$ cat config.mk
export PLATFORM = sky130hd
export DESIGN_NAME = nic8_sequencer_flat
export DESIGN_NICKNAME = d
export VERILOG_FILES = /design/src/rtl/nic8_sequencer_if.sv /design/src/rtl/nic8_sequencer.sv /design/src/flat_wrapper.sv
export SDC_FILE = /design/constraint.sdc
export NUM_CORES = 1
export LEC_CHECK = 0
export BUFFER_PORTS_ARGS = -buffer_cell sky130_fd_sc_hd__buf_2
export CAP_MARGIN = 20
export CORE_AREA = 2 2 39 41
export CTS_BUF_LIST = sky130_fd_sc_hd__clkbuf_16
export CTS_CLUSTER_DIAMETER = 40
export DETAILED_ROUTE_END_ITERATION = 10
export DIE_AREA = 0 0 41 43
export SLEW_MARGIN = 25
export SYNTH_ARGS = -nofsm -noshare
export SYNTH_HDL_FRONTEND = slang
export SYNTH_SLANG_ARGS = --single-unit
$ cat constraint.sdc
create_clock -name clk -period 3.43 [get_ports clk]
set_clock_uncertainty 0.1 [all_clocks]
set_input_delay 0.686 -clock clk [delete_from_list [all_inputs] [get_ports clk]]
set_output_delay 0.686 -clock clk [all_outputs]
set_load 0.005 [all_outputs]
$ cat src/rtl/nic8_sequencer_if.sv
// nic8_sequencer_if: bus between the nic8 fetch/execute sequencer and the
// datapath. The sequencer uses the master modport and the datapath uses the
// slave modport. step/stepAck exist in every build. They only carry meaning
// when NIC8_SINGLE_STEP_EN is defined.
interface nic8_sequencer_if;
  logic [7:0]  ir;
  logic        aZero;
  logic [13:0] controlBits;
  logic        incPC;
  logic [1:0]  phase;
  logic        halted;
  logic        step;
  logic        stepAck;

  modport master (
    input  ir, aZero, step,
    output controlBits, incPC, phase, halted, stepAck
  );

  modport slave (
    output ir, aZero, step,
    input  controlBits, incPC, phase, halted, stepAck
  );
endinterface

$ cat src/rtl/nic8_sequencer.sv
// nic8_sequencer: fetch/execute control sequencer for the nic8 datapath.
// It owns the IDLE -> FETCH -> EXEC instruction cycle and decodes IR into the
// 14-bit control word {loadIR,loadPC,loadA,loadB,loadX,doOut,storeMem,
// assertM,assertE,assertA,assertX,immediate,jumpControl,doSubtract}.
// Optional feature macro: NIC8_SINGLE_STEP_EN. When it is defined, EXEC
// waits for step before the next FETCH. When it is undefined, the block
// free-runs and stepAck is tied low.
module nic8_sequencer (
  input  logic             clk,
  input  logic             reset,
  nic8_sequencer_if.master bus
);

  localparam int B_LOADIR   = 13;
  localparam int B_LOADPC   = 12;
  localparam int B_LOADA    = 11;
  localparam int B_LOADB    = 10;
  localparam int B_LOADX    = 9;
  localparam int B_DOOUT    = 8;
  localparam int B_STOREMEM = 7;
  localparam int B_ASSERTM  = 6;
  localparam int B_ASSERTE  = 5;
  localparam int B_ASSERTA  = 4;
  localparam int B_ASSERTX  = 3;
  localparam int B_IMM      = 2;
  localparam int B_JUMP     = 1;
  localparam int B_SUB      = 0;

  // S_IDLE0/S_IDLE1 give one full idle cycle after reset is released.
  // S_HOLD is the quiet part of EXEC while the block waits for step.
  typedef enum logic [2:0] {
    S_IDLE0 = 3'd0,
    S_IDLE1 = 3'd1,
    S_FETCH = 3'd2,
    S_EXEC  = 3'd3,
    S_HALT  = 3'd4,
    S_HOLD  = 3'd5
  } state_t;

  state_t      state_r;
  state_t      state_nxt_s;
  logic [13:0] cw_s;
  logic        inc_s;
  logic [1:0]  phase_s;
  logic        halted_s;
  logic [14:0] exec_s;
  logic        is_halt_s;
  logic        unused_s;

  // Returns {control word, incPC} for a non-halt EXEC cycle.
  function automatic logic [14:0] exec_decode(input logic [7:0] ir_v, input logic a_zero_v);
    logic [13:0] cw;
    logic [1:0]  src;
    logic        taken;
    cw    = 14'd0;
    taken = 1'b0;
    src   = ir_v[2] ? 2'b00 : ir_v[7:6];
    case (src)
      2'b00:   cw[B_ASSERTM] = 1'b1;
      2'b01:   cw[B_ASSERTE] = 1'b1;
      2'b10:   cw[B_ASSERTA] = 1'b1;
      default: cw[B_ASSERTX] = 1'b1;
    endcase
    case (ir_v[5:3])
      3'd0:    cw[B_LOADA]    = 1'b1;
      3'd1:    cw[B_LOADB]    = 1'b1;
      3'd2:    cw[B_LOADX]    = 1'b1;
      3'd3:    cw[B_DOOUT]    = 1'b1;
      3'd4:    cw[B_STOREMEM] = 1'b1;
      3'd5:    cw[B_LOADPC]   = 1'b1;
      3'd6: begin
        cw[B_JUMP]   = 1'b1;
        cw[B_LOADPC] = a_zero_v;
        taken        = a_zero_v;
      end
      default: cw = 14'd0;
    endcase
    cw[B_IMM] = ir_v[2];
    cw[B_SUB] = ir_v[1];
    return {cw, ir_v[2] & ~taken};
  endfunction

  assign exec_s    = exec_decode(bus.ir, bus.aZero);
  assign is_halt_s = (bus.ir[5:3] == 3'b111);

`ifdef NIC8_SINGLE_STEP_EN
  logic step_ack_r;
  logic step_ack_nxt_s;
  assign unused_s = bus.ir[0];
`else
  assign unused_s = bus.ir[0] ^ bus.step;
`endif

  // Next-state logic and combinational control outputs from the state and ir.
  always_comb begin
    state_nxt_s = state_r;
    cw_s        = 14'd0;
    inc_s       = 1'b0;
    phase_s     = 2'd0;
    halted_s    = 1'b0;
`ifdef NIC8_SINGLE_STEP_EN
    step_ack_nxt_s = 1'b0;
`endif
    case (state_r)
      S_IDLE0: state_nxt_s = S_IDLE1;
      S_IDLE1: state_nxt_s = S_FETCH;
      S_FETCH: begin
        phase_s            = 2'd1;
        cw_s[B_LOADIR]     = 1'b1;
        cw_s[B_ASSERTM]    = 1'b1;
        inc_s              = 1'b1;
        state_nxt_s        = S_EXEC;
      end
      S_EXEC: begin
        phase_s = 2'd2;
        if (is_halt_s) begin
          state_nxt_s = S_HALT;
        end else begin
          cw_s  = exec_s[14:1];
          inc_s = exec_s[0];
`ifdef NIC8_SINGLE_STEP_EN
          if (bus.step) begin
            state_nxt_s    = S_FETCH;
            step_ack_nxt_s = 1'b1;
          end else begin
            state_nxt_s = S_HOLD;
          end
`else
          state_nxt_s = S_FETCH;
`endif
        end
      end
      S_HOLD: begin
        phase_s = 2'd2;
`ifdef NIC8_SINGLE_STEP_EN
        if (bus.step) begin
          state_nxt_s    = S_FETCH;
          step_ack_nxt_s = 1'b1;
        end else begin
          state_nxt_s = S_HOLD;
        end
`else
        state_nxt_s = S_FETCH;
`endif
      end
      S_HALT: begin
        phase_s     = 2'd3;
        halted_s    = 1'b1;
        state_nxt_s = S_HALT;
      end
      default: state_nxt_s = S_IDLE0;
    endcase
  end

  // State register. Reset returns to IDLE at once, so enables drop before the next edge.
  always_ff @(posedge clk or posedge reset) begin
    if (reset) begin
      state_r <= S_IDLE0;
    end else begin
      state_r <= state_nxt_s;
    end
  end

`ifdef NIC8_SINGLE_STEP_EN
  // The stepAck pulse is registered and appears in the FETCH that follows an acknowledged EXEC.
  always_ff @(posedge clk or posedge reset) begin
    if (reset) begin
      step_ack_r <= 1'b0;
    end else begin
      step_ack_r <= step_ack_nxt_s;
    end
  end
  assign bus.stepAck = step_ack_r;
`else
  assign bus.stepAck = 1'b0;
`endif

  assign bus.controlBits = cw_s;
  assign bus.incPC       = inc_s;
  assign bus.phase       = phase_s;
  assign bus.halted      = halted_s;

endmodule

$ cat src/flat_wrapper.sv
// flat-port wrapper written by rule: the top's interface ports become plain ports
module nic8_sequencer_flat 
  (clk, reset, bus_ir, bus_aZero, bus_step, bus_controlBits, bus_incPC, bus_phase, bus_halted, bus_stepAck);
  nic8_sequencer_if bus_i ();
  input  logic clk;
  input  logic reset;
  input wire logic [$bits(bus_i.ir)-1:0] bus_ir;
  input wire logic [$bits(bus_i.aZero)-1:0] bus_aZero;
  input wire logic [$bits(bus_i.step)-1:0] bus_step;
  output wire logic [$bits(bus_i.controlBits)-1:0] bus_controlBits;
  output wire logic [$bits(bus_i.incPC)-1:0] bus_incPC;
  output wire logic [$bits(bus_i.phase)-1:0] bus_phase;
  output wire logic [$bits(bus_i.halted)-1:0] bus_halted;
  output wire logic [$bits(bus_i.stepAck)-1:0] bus_stepAck;
  assign bus_i.ir = bus_ir;
  assign bus_i.aZero = bus_aZero;
  assign bus_i.step = bus_step;
  assign bus_controlBits = bus_i.controlBits;
  assign bus_incPC = bus_i.incPC;
  assign bus_phase = bus_i.phase;
  assign bus_halted = bus_i.halted;
  assign bus_stepAck = bus_i.stepAck;
  nic8_sequencer u_core (.clk(clk), .reset(reset), .bus(bus_i));
endmodule
Yosys cells after proc, flatten, opt, wreduce, memory -nomap -nowiden
Index checks and enable logic that the tools add are counted.

word-level totals
  bits in registers = 3
  bits of input ports = 12
  output and inout bits = 19
  logic and storage cells = 49

cells by class
  eq/ne operators = 14
  mux-type cells = 25
  bitwise operators = 2
  reductions and logical operators = 7

operators with widths
  operator            count
  $eq 3x3->1 const B  6
  $pmux 3 s5          1
  $mux 1              13
  $mux 13             1
  $eq 3x2->1 const B  4
  $mux 6              2
  $pmux 1 s2          4
  $reduce_or 7->1     1
  $eq 3x1->1 const B  2
  $logic_not 3->1     2
  $pmux 2 s3          1
  $mux 5              1
  $reduce_or 2->1     2
  $mux 3              1
  $reduce_or 3->1     1
  $eq 2x1->1 const B  1
  $eq 2x2->1 const B  1
  $logic_not 2->1     1
  $mux 2              1
  $and 1x1->1         1
  $not 1->1           1

Depth between registers and ports, before layout
Gate-level depths: netlist (run 1).

  word-level depth = 7
  mapped depth = 4
  depth with buffers taken out = 2

Worst setup path after synthesis (run 1)
Ideal clock, no wire load.

  path kind = in2out
  start = input port bus_ir[4]
  end = output port bus_incPC
  arrival = 1.378 ns
  required time = 2.644 ns
  setup slack = 1.266 ns
  stages on the path = 4
  path through = buf_6 -> and3_1 -> buf_6 -> o41ai_4

between the ends
  word-level cells in the longest chain between the ends = 6
  elaborated cells on any way between the ends = 7
  those cells by class = eq/ne: 2; mux: 3; bitwise: 2

RTL lines
  what            line                   RTL
  from (decl)     flat_wrapper.sv:7      input wire logic [$bits(bus_i.ir)-1:0] bus_ir;
  $eq 3x3->1      nic8_sequencer.sv:64   case (ir_v[5:3])
  $mux 1          nic8_sequencer.sv:64
  $not 1->1       nic8_sequencer.sv:80   return {cw, ir_v[2] & ~taken};
  $and 1x1->1     nic8_sequencer.sv:80
  $mux 1 (*)      nic8_sequencer.sv:116  if (is_halt_s) begin
  $pmux 1 s2 (*)  nic8_sequencer.sv:104  case (state_r)
  to (decl)       flat_wrapper.sv:11     output wire logic [$bits(bus_i.incPC)-1:0] bus_incPC;

Mark *: on every way between the ends. The rest lies on a longest branch, timed or not.

Worst setup path after layout (run 1)
Same ends and word-level chain as after synthesis.

==> metrics.txt, run 1 <==
CORE AREA=about 1400 sq um; crit share post-route=68.8%; die height=43 um; wire per inst=~10 um; Total Wirelength=963 um; H-Tree Depth=1; Sink Count=3; Max Slew Vio Count=0; Critical Path Start Type=input port; first-pass GRT wire length=1440 um; nets@finish=89; Max Cap Viol=0; Ports=31; data required time at the worst endpoint=2.64 ns; top flop regs=u_core.state_r x3; Reg clk slew, reported paths=0.03 ns; largest net degree at the start of global routing=17; leakage=0.000334 uW; Total Die Area=roughly 1800 sq um; DR vias/cell=a little under 5; met1 wire length=416 um; CTS tree=built; final setup margin=1.07 ns; final setup vio count=0; PwrDens=just under 800 nW/um^2; initial antenna violation count=0; net count after synthesis=62; Reg with most FFs=u_core.state_r; post-cts hold buffer count=0; synth-to-layout area growth=44.3%; Yosys reg bits=3; Synth cell types=25; register area share after synthesis=18.3%; crit path max fanout=10; crit path time final=2.36 ns; DR top layer=met4; vias in the first global route=376; final core occ=42.7%; WP data arrival=around 1.6 ns; Root Driver=clkbuf_16; RSZ-0062 raised after global routing=no; CTS resizes=0; Mean Syn Cell Area=just over 8 sq um; PortBufs=27; Hold Crit Class=input port to asynchronous set/reset pin; DR pass1 iterations=2; yosys warns=0; cell count after synthesis=50; DRC Markers=0; area leader, netlist=dfrtp_1; Fin. Hold Viols=0; placed insts=88; layout cell share with drive strength beyond 1=44.7%; share of the synthesized area in the top cell type=18.3%; wire length on met3=about 74 um; final instance count without filler cells=92; VDD IR max=0.000348 V; Initial Util=29.6%; Largest register FFs=3; status=complete, no violations; antenna cells=0; CTS Buf Count=3; width of the die=41 um; Cell Rows=14; DR iter-0 viols=4; via count=445; Critical Path Sink Type=output port; clock buffer depth=2; WL met2=451 um; grt ovf=0; remaining antenna violation count=0; RD Place Congestion=0.686; cell area after synthesis=409 sq um; later-pin clock latency in the skew report=0.22 ns; DP Worst Slack=1.07 ns; Setup TNS Final=0 ns; GRT Total Usage=12.2%; fmax=0.424 GHz; top post-synthesis cells by area=dfrtp_1, buf_6, nor4_1; Post-CTS Setup Repair Bufs=0; CP Class=input port to output port
critical path: stages:
cell     delay, ns
buf_2         0.15
and3_1        0.29
o41ai_4       0.29
buf_2         0.16
cell families after synthesis:
group           after synthesis  share of synthesized area [%]
simple gates                 26                           41.9
buf+inv                      12                           19.3
flops                         3                           18.3
compound gates                8                           19.6
other cells                   1                          0.917
cell usage in the layout, fill, tap and decap left out, types with 2 or more instances in the layout:
cell type  count
nor3_1         4
nor4_1         6
dfrtp_1        3
inv_1          8
nand2b_1       3
nor2_1         2
nand2_1        3
o31ai_1        2
clkbuf_16      3
buf_2         27
worst paths after layout:
kind	endpoint	cells after the start	start	slack (ns)
setup / recovery	bus_incPC	4	bus_ir[4]	1.07
hold reg to reg	u_core.state_r[0]$_DFF_PP0_	1	u_core.state_r[2]$_DFF_PP0_	0.41
setup reg to reg	u_core.state_r[2]$_DFF_PP0_	2	u_core.state_r[1]$_DFF_PP0_	2.17
hold / removal	u_core.state_r[2]$_DFF_PP0_	2	reset	0.22
min in group clk	u_core.state_r[0]$_DFF_PP0_	1	u_core.state_r[2]$_DFF_PP0_	0.41
max in group asynchronous	u_core.state_r[1]$_DFF_PP0_	2	reset	2.89
cell type report:
cell class / instances / area, sq um
fillers: 148 / 793
multi-input cells: 35 / 255
repair buffers: 27 / 135
flip-flops and latches: 3 / 75.1
clock buffers: 3 / 75.1
inverters: 7 / 26.3
well taps: 16 / 20.0
clock inverters: 1 / 3.75
Yosys cell counts:
| master | count |
|---|---|
| and4b_1 | 1 |
| dfrtp_1 | 3 |
| nor3b_1 | 1 |
| o21ai_0 | 1 |
| conb_1 | 1 |
| nand3b_1 | 1 |
| inv_1 | 7 |
| o41ai_4 | 1 |
| nor4_1 | 6 |
| nand3b_4 | 1 |
| or3b_2 | 1 |
| nor2_1 | 2 |
| o31ai_1 | 2 |
| nor3_1 | 4 |
| or2b_1 | 1 |
| a21oi_1 | 1 |
| nand2b_1 | 3 |
| buf_6 | 4 |
| or3b_1 | 1 |
| o21ba_2 | 1 |
| buf_4 | 1 |
| nand2_1 | 3 |
| a211oi_1 | 1 |
| a41o_1 | 1 |
| and3_1 | 1 |
layer usage:
layer	track usage [%]	vias up
met4	10.0	0
met3	3.14	4
met1	13.9	192
met2	17.8	18
met5	0	-
li1	-	231
report_power, final:
group	switching, uW	leakage (uW)	internal (uW)
Clock	32.8	0.0000423	150
Combinational	110	0.000257	102
Sequential	23.4	0.0000353	49.1
per-stage QoR:
| step | hold slack (ns) | total power [uW] | cell area, sq um |
|---|---|---|---|
| after floorplan | 0.340 | 223 | 409 |
| after global placement | 0.403 | 286 | 512 |
| after detailed placement | 0.402 | 289 | 512 |
| after CTS | 0.220 | 475 | 591 |
| after global routing | 0.236 | 507 | 591 |
| final | 0.218 | 467 | 591 |
Power figures use the tool's default switching activity.
==> inputs of run 2 (changes only) <==
clock period = 2.4 ns   (was 3.43 ns; I/O delays follow)
==> run 2 against run 1 <==
Compared with the run above: critical path depth is 1 lower; wire length is 3.6% lower; critical path type is now flip-flop to output port; sequential power is 43% higher; count of clock-buffer cells in the layout stayed put; first-iteration DRC count is 75% lower; total power is 42% higher; setup slack worse by 0.68 ns; clock power is 42% higher; combinational power is 43% higher; core utilization stayed put; sequential share of layout area stayed put.
==> metrics.txt, run 2 (synthesized netlist as in run 1, its figures left out) <==
multi-input gate area in the final layout=255 sq um (unchanged); synth-to-layout area growth=44.3% (unchanged); Reg clk slew, reported paths=0.03 ns (about the same); later-pin clock latency in the skew report=0.22 ns (about the same); fmax=0.498 GHz; Ports=31 (unchanged); layout cell share with drive strength beyond 1=44.7% (unchanged); RD Place Congestion=0.686 (about the same); CP max-delay cell=or3b_1; top flop regs=u_core.state_r x3; Psw=235 uW (+42%); wire per inst=10.1 um (-3.6%); crit path time final=2.01 ns; Critical Path Sink Type=output port; antenna cells=0 (unchanged); clock group share of total power=39.0% (-0.2 points); CTS resizes=0 (unchanged); DR vias/cell=4.79 (-0.90%); most common cell after layout, fill and taps aside=buf_2; grt ovf=0 (unchanged); via count=441 (-0.90%); VDD IR max=0.000842 V (+140%); Layout fillers=144 (-2.7%); Reg with most FFs=u_core.state_r; Setup TNS Final=0 ns (unchanged); CTS tree=built; crit-path max cell delay=0.50 ns (+0.21 ns); Post-CTS Setup Repair Bufs=0 (unchanged); Sink Count=3 (unchanged); width of the die=41 um (unchanged); DRC Markers=0 (unchanged); PortBufs=27 (unchanged); RSZ-0062 raised after global routing=no; die height=43 um (unchanged); clock buffer depth=2 (unchanged); Max Cap Viol=0 (unchanged); H-Tree Depth=1 (unchanged); initial antenna violation count=0 (unchanged); leakage=0.000334 uW (unchanged); CTS Buf Count=3 (unchanged); final setup vio count=0 (unchanged); Initial Util=29.6% (unchanged); Max Slew Vio Count=0 (unchanged); DR pass1 iterations=2 (unchanged); data required time at the worst endpoint=1.82 ns (-0.82 ns); Critical Path Start Type=flip-flop; sequential power share=15.7% (+0.2 points); Fin. Hold Viols=0 (unchanged); leading cell types in the layout, fill and taps excluded=buf_2, inv_1, nor4_1, nor3_1; post-cts hold buffer count=0 (unchanged); vias in the first global route=371 (-1.3%); nets@finish=89 (unchanged); status=complete, no violations; Largest register FFs=3 (unchanged); PwrDens=1130 nW/um^2 (+42%); register area=75.1 sq um (unchanged); Hold Crit Class=input port to asynchronous set/reset pin; GRT Total Usage=11.9% (-0.30 points); largest net degree at the start of global routing=17 (unchanged); Total Power=665 uW (+42%); Critical Path, Cell by Cell=or3b_1 -> o31ai_1 -> buf_2; crit path max fanout=6 (-4); Cell Rows=14 (unchanged); Power Internal=430 uW (+43%); WP data arrival=1.43 ns (-0.14 ns); CP Class=flip-flop to output port; DR iter-0 viols=1 (-3); Total Die Area=1760 sq um (unchanged); Total Wirelength=928 um (-3.6%); remaining antenna violation count=0 (unchanged); Sw Share=35.3% (-0.18 points); crit share post-route=83.7%; CORE AREA=1380 sq um (unchanged); first-pass GRT wire length=1440 um (+0.49%); Root Driver=clkbuf_16; Logic pwr share=45.3% (about the same); Worst Reg-to-Reg Cells=2 (unchanged); post-DP HPWL=731 um
[run 2: cell counts in the layout (fill, tap and decap cells not counted)]
No cell type changed its count.
[run 2: cell type report]
cell class                 count  area share (%)
tap                           16            3.39
timing repair buffer          27            22.9
clock inverter                 1           0.636
sequential                     3            12.7
inverter                       7            4.45
clock buffer                   3            12.7
multi-input combinational     35            43.2
[run 2: final timing paths]
kind	start	endpoint	slack [ns]
worst max-delay path	u_core.state_r[0]$_DFF_PP0_	bus_controlBits[6]	0.39
worst min-delay path	reset	u_core.state_r[2]$_DFF_PP0_	0.01
worst max register to register	u_core.state_r[1]$_DFF_PP0_	u_core.state_r[2]$_DFF_PP0_	1.16
worst min register to register	u_core.state_r[2]$_DFF_PP0_	u_core.state_r[0]$_DFF_PP0_	0.41
max in group asynchronous	reset	u_core.state_r[1]$_DFF_PP0_	2.06
min in group clk	u_core.state_r[2]$_DFF_PP0_	u_core.state_r[0]$_DFF_PP0_	0.41
[run 2: layer usage]
layer / wire length, um / vias up / track usage [%]
met1: 374 / 196 / 14.2
met3: 67 / 0 / 1.57
met2: 486 / 15 / 18.4
li1: - / 230 / -
met4: 0 / 0 / 8.00
met5: 0 / - / 0
[run 2: critical path, delay by kind of cell (launching register included)]
family / cells / cell delay [ns]
AOI/OAI and AO/OA: 1 / 0.11
buffers and inverters: 1 / 0.16
DFF: 1 / 0.44
and+or+nand+nor: 1 / 0.50
[run 2: power by group through the flow]
stage | Combinational, uW | Clock [uW] | Sequential [uW]
global placement | 306 | 0 | 103
detailed placement | 309 | 0 | 105
global route | 347 | 267 | 109
finish | 301 | 260 | 104
CTS | 310 | 266 | 105
floorplan | 220 | 0 | 98.8
[run 2: stage by stage]
stage,hold slack [ns],setup slack [ns],instances,utilization [%],cell area (sq um)
floorplan,0.134,0.648,50,-,409
global placement,0.244,0.450,88,37.0,512
detailed placement,0.248,0.442,88,37.0,512
CTS,0.0136,0.380,92,42.7,591
global route,0.0250,0.294,92,42.7,591
finish,0.0139,0.391,92,42.7,591
==> inputs of run 3 (changes only) <==
clock period = 1.85 ns   (was 2.4 ns; I/O delays follow)
==> run 3 against run 2 <==
Compared with the run above: non-clock buffer count increased by 8; sequential cell count unchanged; core utilization increased by 9.5 points; clock power increased by 30%; register-to-register slack got worse by 0.52 ns; setup slack got worse by 0.36 ns; hold slack improved by 0.40 ns; count of clock-buffer cells in the layout unchanged; critical endpoint is now bus_incPC.
==> metrics.txt, run 3 (synthesized netlist as in run 1, its figures left out) <==
crit share post-route=roughly 98%; Hold WS=0.413 ns (+0.399 ns); Largest register FFs=3 (unchanged); Ports=31 (unchanged); Reg clk slew, reported paths=0.03 ns (about the same); width of the die=41 um (unchanged); via count=478 (+8.4%); Initial Util=29.6% (unchanged); first-pass GRT wire length=1510 um (+4.8%); PwrDens=1480 nW/um^2 (+32%); leading cell types in the layout, fill and taps excluded=buf_2, inv_1, buf_4, nor4_1; synth-to-layout area growth=76.5%; Sink Count=3 (unchanged); Final Cell Area=722 sq um (+22%); Crit. Startpoint=u_core.state_r[0]$_DFF_PP0_; DR pass1 iterations=4 (+2); post-DP HPWL=741 um (+1.5%); crit path max fanout=7 (+1); Max Cap Viol=0 (unchanged); most common cell after layout, fill and taps aside=buf_2; DP Worst Slack=0.163 ns (-0.278 ns); data required time at the worst endpoint=1.38 ns (-0.44 ns); fmax=0.550 GHz; final setup margin=0.0316 ns (-0.360 ns); vias in the first global route=403 (+8.6%); CP Class=flip-flop to output port; leakage=0.000387 uW (+16%); Total Wirelength=1130 um (+21%); DRC Markers=0 (unchanged); Max Slew Vio Count=0 (unchanged); DR iter-0 viols=6 (+5); RSZ-0062 raised after global routing=yes; post-placement cell area=527 sq um (+2.9%); grt ovf=0 (unchanged); clock buffer depth=2 (unchanged); later-pin clock latency in the skew report=0.22 ns (about the same); status=complete, no violations; multi-input gate area in the final layout=313 sq um (+23%); min-delay src=bus_ir[5]; Critical Path Sink Type=output port; remaining antenna violation count=0 (unchanged); layout cell share with drive strength beyond 1=61.2% (+16 points); Cell Rows=14 (unchanged); register area=78.8 sq um (+5.0%); Layout fillers=129 (-10%); nets@finish=98 (+10%); RD Place Congestion=0.719 (+4.9%); WP data arrival=1.35 ns (-0.08 ns); final setup vio count=0 (unchanged); Fin. Hold Viols=0 (unchanged); H-Tree Depth=1 (unchanged); antenna cells=0 (unchanged); Hold Crit Class=input port to flip-flop; PortBufs=27 (unchanged); GRT Total Usage=12.4% (+0.50 points); CTS tree=built; Total Die Area=1760 sq um (unchanged); Root Driver=clkbuf_16; DR vias/cell=4.73 (-1.3%); VDD IR max=0.00107 V (+27%); die height=43 um (unchanged); Critical Path Start Type=flip-flop; CTS Buf Count=3 (unchanged); wire per inst=11.1 um (+10%); reg-to-reg startpoint=u_core.state_r[1]$_DFF_PP0_; CORE AREA=1380 sq um (unchanged); initial antenna violation count=0 (unchanged); top flop regs=u_core.state_r x3; crit path time final=1.82 ns; largest net degree at the start of global routing=13 (-4); Reg with most FFs=u_core.state_r
[run 3: worst paths after layout]
path	endpoint	slack, ns	cells past startpoint
setup / recovery	bus_incPC	0.03	3
setup reg to reg	u_core.state_r[2]$_DFF_PP0_	0.64	3
min in group asynchronous	u_core.state_r[2]$_DFF_PP0_	0.45	3
max in group asynchronous	u_core.state_r[1]$_DFF_PP0_	1.05	3
hold / removal	u_core.state_r[2]$_DFF_PP0_	0.41	3
hold reg to reg	u_core.state_r[1]$_DFF_PP0_	0.45	1
[run 3: critical path, stage by stage (launching register included)]
cell and delay, ns:
dfrtp_2 0.46, or3b_4 0.44, o41ai_4 0.06, buf_2 0.16
[run 3: per-stage QoR]
step                      TNS [ns]  std cells  total power [uW]  utilization [%]
after detailed placement         0         90               539             38.1
after global placement           0         90               534             38.1
final                            0        101              1070             52.2
after floorplan                  0         50               414                -
after CTS                 -0.00605         97               974             47.3
after global routing      -0.00205        101              1150             52.2
[run 3: final cells by class]
class	instances	area share, %
timing repair buffer	35	28.4
inverter	7	3.64
multi-input combinational	36	43.3
tap	16	2.77
sequential	3	10.9
clock buffer	3	10.4
clock inverter	1	0.520
[run 3: what timing repair did]
action                                 CTS  global route
endpoints found under the hold margin    3             0
pin swaps                                1             1
buffers inserted                         2             3
hold buffers                             1             0
gates cloned                             0             1
gates resized for setup                  6             8
setup endpoints to repair                4            14
[run 3: metal layers]
layer	wire, um	global-route usage [%]	part of all wire, %
met5	0	0	0
met4	0	8.00	0
met3	69	1.57	6.1
met2	562	19.4	50
met1	493	14.9	44
[run 3: report_power, final]
group          internal (uW)  switching, uW  total, uW  leakage (uW)
logic                    316            262        578      0.000313
clock network            279           58.8        338     0.0000423
registers               96.4           59.7        156     0.0000321
total                    691            381       1070      0.000387
